`src/rtl/fir_pkg.sv`:
```
// Shared parameters, state encoding and default coefficient table for the
// sequenced FIR filter controller (fir_seq_ctrl) and its MAC datapath (fir_mac).
package fir_pkg;

  localparam int FIR_DATA_WIDTH = 8;
  localparam int FIR_NUM_TAPS   = 4;
  localparam int FIR_ACC_WIDTH  = 2 * FIR_DATA_WIDTH + $clog2(FIR_NUM_TAPS);

  typedef enum logic [1:0] {
    IDLE  = 2'd0,
    SHIFT = 2'd1,
    MAC   = 2'd2,
    OUT   = 2'd3
  } fir_state_e;

  localparam int FIR_DEFAULT_COEF [FIR_NUM_TAPS] = '{1, 2, 3, 4};

  // Instances with more taps than the table continue the same ramp.
  function automatic int fir_default_coef(input int idx);
    if (idx < FIR_NUM_TAPS) begin
      return FIR_DEFAULT_COEF[idx];
    end
    return idx + 1;
  endfunction

endpackage

```
`src/rtl/fir_mac.sv`:
```
// Signed multiply-accumulate datapath: clear has priority over enable, the
// product is kept at full precision and added without saturation.
module fir_mac
  import fir_pkg::*;
#(
  parameter int DATA_WIDTH = FIR_DATA_WIDTH,
  parameter int ACC_WIDTH  = FIR_ACC_WIDTH
) (
  input  logic                         clk,
  input  logic                         rst,
  input  logic                         clear_i,
  input  logic                         en_i,
  input  logic signed [DATA_WIDTH-1:0] sample_i,
  input  logic signed [DATA_WIDTH-1:0] coef_i,
  output logic signed [ACC_WIDTH-1:0]  acc_o
);

  logic signed [2*DATA_WIDTH-1:0] prod;
  logic signed [ACC_WIDTH-1:0]    acc_q;
  logic signed [ACC_WIDTH-1:0]    acc_d;

  always_comb begin
    prod  = (2*DATA_WIDTH)'(sample_i) * (2*DATA_WIDTH)'(coef_i);
    acc_d = acc_q;
    if (clear_i) begin
      acc_d = '0;
    end else if (en_i) begin
      acc_d = acc_q + ACC_WIDTH'(prod);
    end
  end

  always_ff @(posedge clk) begin
    if (rst) begin
      acc_q <= '0;
    end else begin
      acc_q <= acc_d;
    end
  end

  assign acc_o = acc_q;

endmodule

```
`src/rtl/fir_seq_ctrl.sv`:
```
// Sequencer for a time-multiplexed FIR filter: accepts a sample, advances the
// external shift register, walks every tap through fir_mac, then holds the result.
// Define FIR_COEF_LOAD_EN to add a writable coefficient register file.
module fir_seq_ctrl
  import fir_pkg::*;
#(
  parameter int  DATA_WIDTH = FIR_DATA_WIDTH,
  parameter int  NUM_TAPS   = FIR_NUM_TAPS,
  parameter int  ACC_WIDTH  = 2 * DATA_WIDTH + $clog2(NUM_TAPS),
  localparam int TAP_W      = $clog2(NUM_TAPS)
) (
  input  logic                         clk,
  input  logic                         rst,
  input  logic                         in_valid,
  input  logic signed [DATA_WIDTH-1:0] in_data,
  output logic                         in_ready,
  output logic                         sr_shift_en,
  output logic signed [DATA_WIDTH-1:0] sr_data,
  output logic [TAP_W-1:0]             tap_sel,
  input  logic signed [DATA_WIDTH-1:0] tap_data,
  output logic                         out_valid,
  output logic signed [ACC_WIDTH-1:0]  out_data,
  input  logic                         out_ready,
`ifdef FIR_COEF_LOAD_EN
  input  logic                         coef_we,
  input  logic [TAP_W-1:0]             coef_addr,
  input  logic signed [DATA_WIDTH-1:0] coef_wdata,
`endif
  output logic                         busy
);

  fir_state_e                   state_q, state_d;
  logic [TAP_W-1:0]             tap_idx_q, tap_idx_d;
  logic signed [DATA_WIDTH-1:0] sample_q, sample_d;
  logic                         mac_clear;
  logic                         mac_en;
  logic                         last_tap;
  logic signed [DATA_WIDTH-1:0] coef [NUM_TAPS];

  assign last_tap = (tap_idx_q == TAP_W'(NUM_TAPS - 1));

  // NOTE: state registers use non-blocking assignments so every flop samples pre-edge values.
  always_ff @(posedge clk) begin
    if (rst) begin
      state_q   <= IDLE;
      tap_idx_q <= '0;
      sample_q  <= '0;
    end else begin
      state_q   <= state_d;
      tap_idx_q <= tap_idx_d;
      sample_q  <= sample_d;
    end
  end

  // NOTE: every signal driven here gets a default first, so no path can infer a latch.
  always_comb begin
    state_d     = state_q;
    tap_idx_d   = tap_idx_q;
    sample_d    = sample_q;
    mac_clear   = 1'b0;
    mac_en      = 1'b0;
    in_ready    = 1'b0;
    sr_shift_en = 1'b0;
    out_valid   = 1'b0;
    busy        = 1'b1;
    tap_sel     = '0;
    unique case (state_q)
      IDLE: begin
        in_ready = 1'b1;
        busy     = 1'b0;
        if (in_valid) begin
          sample_d = in_data;
          state_d  = SHIFT;
        end
      end
      SHIFT: begin
        sr_shift_en = 1'b1;
        mac_clear   = 1'b1;
        tap_idx_d   = '0;
        state_d     = MAC;
      end
      MAC: begin
        tap_sel = tap_idx_q;
        mac_en  = 1'b1;
        if (last_tap) begin
          tap_idx_d = '0;
          state_d   = OUT;
        end else begin
          tap_idx_d = tap_idx_q + TAP_W'(1);
        end
      end
      OUT: begin
        out_valid = 1'b1;
        if (out_ready) begin
          state_d = IDLE;
        end
      end
      default: state_d = IDLE;
    endcase
  end

  assign sr_data = sample_q;

`ifdef FIR_COEF_LOAD_EN
  logic signed [DATA_WIDTH-1:0] coef_q [NUM_TAPS];

  // NOTE: this small register file is reset deliberately so rst restores the default taps.
  always_ff @(posedge clk) begin
    if (rst) begin
      for (int k = 0; k < NUM_TAPS; k++) begin
        coef_q[k] <= DATA_WIDTH'(fir_default_coef(k));
      end
    end else if (coef_we && (state_q == IDLE)) begin
      coef_q[coef_addr] <= coef_wdata;
    end
  end

  assign coef = coef_q;
`else
  always_comb begin
    for (int k = 0; k < NUM_TAPS; k++) begin
      coef[k] = DATA_WIDTH'(fir_default_coef(k));
    end
  end
`endif

  fir_mac #(
    .DATA_WIDTH (DATA_WIDTH),
    .ACC_WIDTH  (ACC_WIDTH)
  ) u_mac (
    .clk      (clk),
    .rst      (rst),
    .clear_i  (mac_clear),
    .en_i     (mac_en),
    .sample_i (tap_data),
    .coef_i   (coef[tap_idx_q]),
    .acc_o    (out_data)
  );

endmodule

```
`config.mk`:
```
export PLATFORM = sky130hd
export DESIGN_NAME = fir_seq_ctrl
export DESIGN_NICKNAME = d
export VERILOG_FILES = /design/src/rtl/fir_pkg.sv /design/src/rtl/fir_mac.sv /design/src/rtl/fir_seq_ctrl.sv
export SDC_FILE = /design/constraint.sdc
export NUM_CORES = 1
export LEC_CHECK = 0
export CAP_MARGIN = 30
export CORE_ASPECT_RATIO = 1.25
export CORE_UTILIZATION = 60
export CTS_CLUSTER_SIZE = 20
export DETAILED_ROUTE_END_ITERATION = 7
export PLACE_DENSITY_LB_ADDON = 0.15
export SYNTH_ARGS = -nofsm -noshare
export SYNTH_HDL_FRONTEND = slang
export SYNTH_SLANG_ARGS = --single-unit
```
`constraint.sdc`:
```
create_clock -name clk -period 9.3 [get_ports clk]
set_clock_uncertainty 0.1 [all_clocks]
set_input_delay 1.86 -clock clk [delete_from_list [all_inputs] [get_ports clk]]
set_output_delay 1.86 -clock clk [all_outputs]
set_load 0.02 [all_outputs]
```
==> impl_metrics.csv, run 1 <==
group,metric,value,unit
synth,syn_avg_cell_area,8.55,um^2
timing,setup-violations-final,0,
placement,dp_hpwl,5550,um
floorplanning,die_area,6040,um^2
run_status,status,"completed",
synth,synth-seq-cells,30,
power,pwr-share-seq,19.1,%
clock_tree,hold_buffers,0,
power,p_leak,1.97,nW
placement,io_buffers,51,
synth,netlist_area,3440,um^2
synth,synth_nets,508,
worst_hold_path,min_from,"sr_data[3]",
floorplanning,start_util,62.7,%
final_layout,final_cell_mix,"99 x inv_1, 55 x ha_1, 51 x clkdlybuf4s50_1",
power,swShare,44.6,%
final_layout,design.final.nets,559,
clock_tree,clock-sinks,30,
global_routing,grt_overflow_total,0,
route,num_vias,2793,
synth,synth_edf_count,0,
route,drt_wl_total,7100,um
setup_path,cp-start-kind,"input port",
power,pwr-share-comb,62.0,%
global_routing,grtUsageTotal,24.9,%
route,routed_via_density,5.39,
floorplanning,core_area,5480,um^2
clock_tree,numCtsBuffers,5,
timing,setup_tns,0,ns
clock_tree,cts_root_buf,"clkbuf_8",
floorplanning,die_w,69.7,um
timing,final_hold_viol_count,0,
final_layout,diodes,0,
route,drc,0,
setup_path,worst_ep_arrival_time,6.30,ns
clock_tree,cts.clk_slew.worst_paths,0.07,ns
placement,routabilityCongestion,0.899,
timing,fmax,160,MHz
setup_path,cp.required,9.34,ns
setup_path,end_kind,"flip-flop",
timing,worst_pin_slew,0.816,ns
global_routing,grt_pass1_wl,12200,um
clock_tree,clockBufferDepth,2,
synth,netlist-cell-type-count,48,
setup_path,r2r-start,"tap_idx_q[0]",
setup_path,cp-startpoint,"tap_data[7]",
power,pwr_density_cell,220,nW/um^2
synth,synthFlopType,"dfxtp_1",
synth,ys_seq_area_share,17.5,%
global_routing,antenna_found_initial,0,
floorplanning,rows,30,
clock_tree,cts_resized,0,
timing,drv_slew,0,
global_routing,grt_pass1_vias,2806,
clock_tree,cts_setup_buffers,0,
power,pwr-share-clk,18.8,%
power,vdd_drop_max,0.000242,V
floorplanning,die_y,86.6,um
power,internal-power,506,uW
clock_tree,worst_skew_pair.late_latency,0.29,ns
timing,fin_crit,6.26,ns
floorplanning,boundaryPins,52,
flow_run,drv_cap,0,
timing,slew_headroom,45.6,%
clock_tree,cts_htree_levels,2,
synth,async_reset_ff_share,0,%
synth,ys_warn_count,0,
timing,rsz0062_at_grt,"no",
setup_path,cp_max_fo,9,
final_layout,drive_above_1_share,3.74,%
route,drt-wirelength-per-cell,13.7,um
global_routing,grt_max_degree,21,
final_layout,final_util,75.7,%
route,dr.pass1.iters,6,
route,drt_first_iter_violations,105,
route,ant_nets,0,
setup_path,worst-setup-path-type,"input port to flip-flop",
synth,synthCells,402,
clock_tree,cts_tree,"built",
worst_hold_path,min_path_type,"flip-flop to flip-flop",
timing,period_share,67.3,%
power,p_switching,408,uW
final_layout,final_common_cell,"inv_1",
final_layout,syn2layout_area_growth,20.6,%
-- logic make-up after synthesis --
logic type	count (synthesis)	share of synthesized area, %
AOI/OAI and AO/OA	56	11.1
xor gates and xnor gates	15	3.82
adders and majority gates	86	38.1
buffers and inverters	107	11.7
DFF	30	17.5
muxes	13	3.78
and+or+nand+nor	95	14.1
-- area by class of cell --
type | count | area (um^2)
Sequential cell | 30 | 601
Fill cell | 415 | 1330
Inverter | 99 | 372
Multi-Input combinational cell | 265 | 2430
Tap cell | 64 | 80.1
Clock buffer | 6 | 82.6
Clock inverter | 2 | 60.1
Timing Repair Buffer | 52 | 518
-- flip-flops by register name, summed over array words and instances (netlist names) --
register	count
u_mac.acc_o	18
tap_idx_q	2
state_q	2
sr_data	8
-- worst max-delay path, stage by stage --
cell and delay [ns]:
clkdlybuf4s50_1 0.47, nor2b_1 0.27, inv_1 0.30, fa_1 0.57, inv_1 0.04, ha_1 0.28, ha_1 0.27, inv_1 0.05
fa_1 0.52, inv_1 0.04, ha_1 0.38, a211oi_1 0.25, o221a_1 0.24, o21ai_1 0.10, a31oi_1 0.23, mux2i_1 0.26
o311ai_1 0.14
-- final timing paths --
| kind | end | slack (ns) | depth (start not counted) |
|---|---|---|---|
| max | u_mac.acc_o[14] | 3.04 | 17 |
| min | sr_data[3] | 0.36 | 2 |
| max reg2reg | u_mac.acc_o[14] | 4.02 | 19 |
| min reg2reg | sr_data[3] | 0.36 | 2 |
-- synth_stat cells (all sizes together), types with 2 or more instances --
cell type  instances  area share (%)
o21a               2            0.47
dfxtp             30              17
a31oi              2            0.36
a21o               2            0.44
fa                31              18
nor3               4            0.58
buf                3            0.36
o211ai             3            0.80
nand2             18             2.0
nor2              20             2.2
or2                2            0.36
xnor2             12             3.1
xor2               3            0.76
nand2b             3            0.55
a21oi             19             2.9
nand3             11             1.6
and2              19             3.5
nand4              2            0.36
mux2i             13             3.8
o21ai             13             2.0
nor3b              2            0.44
inv               99              11
a211oi             4             1.0
nor2b             10             1.8
ha                55              20
or3                2            0.36
clkbuf             5            0.55
-- power groups by stage --
| stage | combinational (mW) | clock, mW | sequential [mW] |
|---|---|---|---|
| after floorplan | 0.379 | 0 | 0.201 |
| after global placement | 0.544 | 0 | 0.177 |
| after detailed placement | 0.562 | 0 | 0.178 |
| after CTS | 0.570 | 0.174 | 0.175 |
| after global routing | 0.634 | 0.179 | 0.179 |
| final | 0.567 | 0.172 | 0.175 |
-- layer usage --
layer | track usage (%) | vias up | wire, um
met5 | 0 | - | 0
met4 | 7.09 | 0 | 136
met2 | 46.5 | 71 | 3590
li1 | - | 1375 | -
met1 | 28.8 | 1331 | 3080
met3 | 4.88 | 16 | 288
-- stage by stage --
| stage | setup slack, ns | instance area [um^2] | total power, mW | hold slack [ns] | std cells |
|---|---|---|---|---|---|
| after floorplan | 3.65 | 3440 | 0.579 | 0.375 | 402 |
| after global routing | 2.79 | 4150 | 0.992 | 0.380 | 518 |
| after detailed placement | 2.82 | 4010 | 0.740 | 0.347 | 510 |
| after CTS | 3.06 | 4150 | 0.920 | 0.357 | 518 |
| after global placement | 2.93 | 4010 | 0.721 | 0.342 | 510 |
| final | 3.04 | 4150 | 0.914 | 0.355 | 518 |
Power figures use the tool's default switching activity.
==> inputs of run 2 (changes only) <==
- CORE_UTILIZATION: 60 -> 56
- clock period: 9.3 -> 6.2 ns (I/O delays scaled with it)
==> impl_metrics.csv, run 2 (same netlist as run 1, synthesis figures left out) <==
group,metric,value,unit
setup_path,worst_ep_arrival_time,5.57,ns
setup_path,cp-startpoint,"tap_data[7]",
setup_path,r2r-start,"tap_idx_q[0]",
setup_path,cp-start-kind,"input port",
worst_hold_path,min_path_type,"flip-flop to flip-flop",
floorplanning,rows,31,
timing,fmax,181,MHz
clock_tree,numCtsBuffers,5,
timing,fin_crit,5.52,ns
floorplanning,die_y,89.6,um
power,vdd_drop_max,0.000333,V
clock_tree,worst_skew_pair.late_latency,0.29,ns
clock_tree,cts_setup_buffers,0,
setup_path,crit_top_cell,"inv_1",
floorplanning,core_area,5860,um^2
global_routing,antenna_found_initial,0,
worst_hold_path,min_from,"sr_data[2]",
global_routing,grt_max_degree,31,
placement,io_buffers,51,
floorplanning,boundaryPins,52,
route,drt_first_iter_violations,78,
placement,dp_hpwl,5530,um
global_routing,grtUsageTotal,23.1,%
clock_tree,clockBufferDepth,2,
setup_path,worst-setup-path-type,"input port to flip-flop",
timing,timing.final.ws_setup,0.683,ns
timing,final_hold_viol_count,0,
final_layout,final_util,70.5,%
clock_tree,cts_root_buf,"clkbuf_8",
timing,rsz0062_at_grt,"no",
power,pwr_density_cell,309,nW/um^2
setup_path,cp_top_family,"adder cells",
route,drc,0,
setup_path,end_kind,"flip-flop",
setup_path,cp_max_fo,9,
global_routing,grt_overflow_total,0,
final_layout,fill_cells,488,
route,ant_nets,0,
final_layout,multi_input_area,2430,um^2
clock_tree,cts.clk_slew.worst_paths,0.08,ns
floorplanning,start_util,58.7,%
final_layout,design.final.nets,560,
setup_path,worst_path_largest_cell_delay,0.56,ns
route,num_vias,2707,
timing,slew_headroom,48.0,%
run_status,status,"completed",
route,routed_via_density,5.04,
placement,post-place-ws,0.390,ns
final_layout,regArea,601,um^2
clock_tree,hold_buffers,0,
setup_path,cp_slowest_cell,"fa_1",
clock_tree,cts_resized,0,
clock_tree,cts_htree_levels,2,
power,p_leak,1.95,nW
clock_tree,clock-sinks,30,
clock_tree,cts_tree,"built",
global_routing,grt_pass1_wl,11800,um
timing,setup_tns,0,ns
final_layout,diodes,0,
route,dr.pass1.iters,4,
final_layout,syn2layout_area_growth,20.1,%
final_layout,drive_above_1_share,3.96,%
flow_run,drv_cap,0,
route,drt-wirelength-per-cell,12.7,um
global_routing,grt_pass1_vias,2683,
timing,drv_slew,0,
timing,period_share,89.0,%
setup_path,cp.required,6.26,ns
final_layout,final_cell_mix,"99 x inv_1, 55 x ha_1, 51 x clkdlybuf4s50_1",
timing,worst_pin_slew,0.780,ns
floorplanning,die_area,6460,um^2
setup_path,path_cells,"clkdlybuf4s50_1, nor2b_1, inv_1, fa_1, inv_1, ha_1, ha_1, inv_1, fa_1, inv_1, ha_1, a211oi_1, o221a_1, o211ai_1, a221oi_2, mux2i_1, o31ai_1",
final_layout,final_common_cell,"inv_1",
timing,setup-violations-final,0,
route,drt_wl_total,6820,um
final_layout,largest_reg_flops,18,
floorplanning,die_w,72.1,um
placement,routabilityCongestion,0.913,
setup_path,cp_num_buf_inv,5,
run 2: worst paths after layout:
| kind | to | slack (ns) | cells after the start |
|---|---|---|---|
| setup / recovery | u_mac.acc_o[16] | 0.68 | 17 |
| hold / removal | sr_data[2] | 0.36 | 2 |
| setup reg to reg | u_mac.acc_o[16] | 1.22 | 18 |
| hold reg to reg | sr_data[2] | 0.36 | 2 |
run 2: report_power, final:
part | switching [mW] | leakage (nW) | internal (mW)
Sequential | 0.0293 | 0.244 | 0.232
Clock | 0.0904 | 0.0472 | 0.0894
Combinational | 0.483 | 1.66 | 0.354
Total | 0.603 | 1.95 | 0.675
run 2: final cells by class:
type	instances	share of cell area, %
multi-input cells	265	59.0
flip-flops and latches	30	14.5
repair buffers	53	12.7
inverters	99	9.00
well taps	82	2.48
clock buffers	6	2.00
clock inverters	2	0.303
run 2: worst register-to-register path, delay by kind of cell (launching register included):
| kind | cells | cell delay, ns |
|---|---|---|
| multiplexers | 1 | 0.22 |
| flip-flops | 1 | 0.38 |
| AO/OA/AOI/OAI | 5 | 0.94 |
| AND/OR/NAND/NOR | 1 | 0.21 |
| adder cells (fa/ha/maj) | 6 | 2.33 |
| buffers and inverters | 5 | 0.67 |
run 2: metal layers:
metal / vias up / global-route usage [%] / wire length (um)
li1: 1373 / - / -
met1: 1289 / 27.9 / 3050
met2: 38 / 44.1 / 3570
met3: 7 / 2.57 / 144
met4: 0 / 5.17 / 62
met5: - / 0 / 0
run 2: through the flow:
step           total power [mW]  area [um^2]  instances  hold WS (ns)
4_1_cts                    1.29         4130        537         0.358
2_1_floorplan             0.869         3440        402         0.375
5_1_grt                    1.41         4130        537         0.381
3_3_place_gp               1.09         4040        529         0.342
6_report                   1.28         4130        537         0.356
3_5_place_dp               1.11         4040        529         0.348
==> patch (settings of run 2) <==
Set the package constant `FIR_DATA_WIDTH` to 7 (it was 8).
--- a/src/rtl/fir_pkg.sv
+++ b/src/rtl/fir_pkg.sv
@@ -2,7 +2,7 @@
 // sequenced FIR filter controller (fir_seq_ctrl) and its MAC datapath (fir_mac).
 package fir_pkg;
 
-  localparam int FIR_DATA_WIDTH = 8;
+  localparam int FIR_DATA_WIDTH = 7;
   localparam int FIR_NUM_TAPS   = 4;
   localparam int FIR_ACC_WIDTH  = 2 * FIR_DATA_WIDTH + $clog2(FIR_NUM_TAPS);
 
Ports: changed (resized in_data, out_data, sr_data and tap_data); port bits go from 52 to 47. The function was not compared with the original's and may differ.
==> patch against run 2 <==
Wire length down 7.1%. Sequential cell count fell by 3. Power down 26%. Sequential share of layout area is 0.75 points higher. Synthesized area down 13%. Count of clock-buffer cells in the layout down 3. Cell area down 14%. Global-route usage is 1.6 points higher. Register-to-register slack got worse by 0.06 ns. Setup slack improved by 0.23 ns. Critical path type unchanged. Largest power group unchanged.
==> patch: results <==
[routing]
viasPerCell = 5.236
drt-pass1-iter-count = 5
route.met3.wl_um = 133
wirelength_mm = 6.338
wl_met2_mm = 3.461
drtIter0Drc = 81

[logic_synthesis]
syn_nets = 443
synth_area_per_cell_sq_um = 8.436
synth_cell_type_count = 38
synth_top_cells_by_count = "inv_1 (87), ha_1 (46), dfxtp_1 (27), fa_1 (26)"
yosys-top-cells-area = "ha_1 (19%), dfxtp_1 (18%), fa_1 (17%)"
seq_area_frac_synth_pct = 18.15

[clocking]
clock_latency_ns = 0.27
cts.clk_slew.worst_paths_ns = 0.10
htreeDepth = 1
numCtsBuffers = 3

[critical_path]
crit_arrival_ns = 5.39
critPathCapture = "u_mac.acc_o[15]$_SDFFE_PP0P_"
path_max_fanout = 6
reg2reg_depth = 16
crit_path_start = "tap_data[6]"
r2r_slack_ns = 1.16

[timing]
whs_ns = 0.3587
slew_headroom_pct = 39.56
timing.final.ws_setup_ns = 0.9161

[placed_design]
dp_hpwl_mm = 5.186
portBuffers = 46
placed_cell_area_sq_mm = 0.003490
dp_slack_ns = 0.6896
dp.cells = 454
globalplace.congestion = 0.8497

[global_route]
grtUsageMet3_pct = 1.913
met1_usage_pct = 29.28
grt_pass1_vias = 2484
grt_max_degree = 17
met2_usage_pct = 46.55
grt_first_pass_wirelength_mm = 10.77
grt.total_usage_pct = 24.77

[min_path]
worstHoldStart = "sr_data[4]$_SDFFE_PP0P_"
min_to = "sr_data[4]$_SDFFE_PP0P_"

[run_status]
outcome = "completed"

[pwr]
leakage_nw = 1.690
ir_worst_vdd_mv = 0.1947

[cells_and_area]
diodes = 0
drive_above_1_share_pct = 3.283
largest_reg_flops = 16
finish.cell_count_without_fillers = 458
layout.nets = 487
patch: cell types whose count changed after synthesis, sizes merged, moves of 3 or more:
cell | before | now
fa | 31 | 26
a21o | 2 | 6
dfxtp | 30 | 27
xnor2 | 12 | 9
buf | 3 | 0
ha | 55 | 46
mux2i | 13 | 10
inv | 99 | 87
nand2 | 18 | 15
and2 | 19 | 15
nor2b | 10 | 6
patch: cell families after synthesis:
group | Yosys count | share of synthesized area [%]
AO/OA/AOI/OAI | 56 | 12.65
AND/OR/NAND/NOR | 82 | 13.66
multiplexers | 10 | 3.361
XOR/XNOR | 12 | 3.530
flip-flops | 27 | 18.15
adder cells (fa/ha/maj) | 72 | 36.81
buffers and inverters | 94 | 11.85
patch: layout make-up:
| type | instances | area [sq um] |
|---|---|---|
| fill | 442 | 1544 |
| tap | 62 | 77.57 |
| sequential | 27 | 540.5 |
| multi-input combinational | 232 | 2085 |
| timing repair buffer | 46 | 460.4 |
| inverter | 87 | 326.6 |
| clock inverter | 1 | 5.005 |
| clock buffer | 3 | 41.29 |
patch: critical path, cell delays in order:
cell,delay (ns)
clkdlybuf4s50_1,0.43
o21ai_0,0.35
inv_1,0.36
fa_1,0.54
ha_1,0.29
inv_1,0.05
fa_1,0.52
inv_1,0.04
ha_1,0.35
o21ai_0,0.16
o21bai_1,0.20
o2111ai_2,0.15
and4_4,0.20
or3_1,0.35
a21oi_1,0.15
patch: power breakdown:
group | switching, W | total [W] | internal, W
Clock | 0.0000584 | 0.000103 | 0.0000451
Combinational | 0.000352 | 0.000608 | 0.000257
Sequential | 0.0000266 | 0.000231 | 0.000204
Total | 0.000437 | 0.000942 | 0.000506
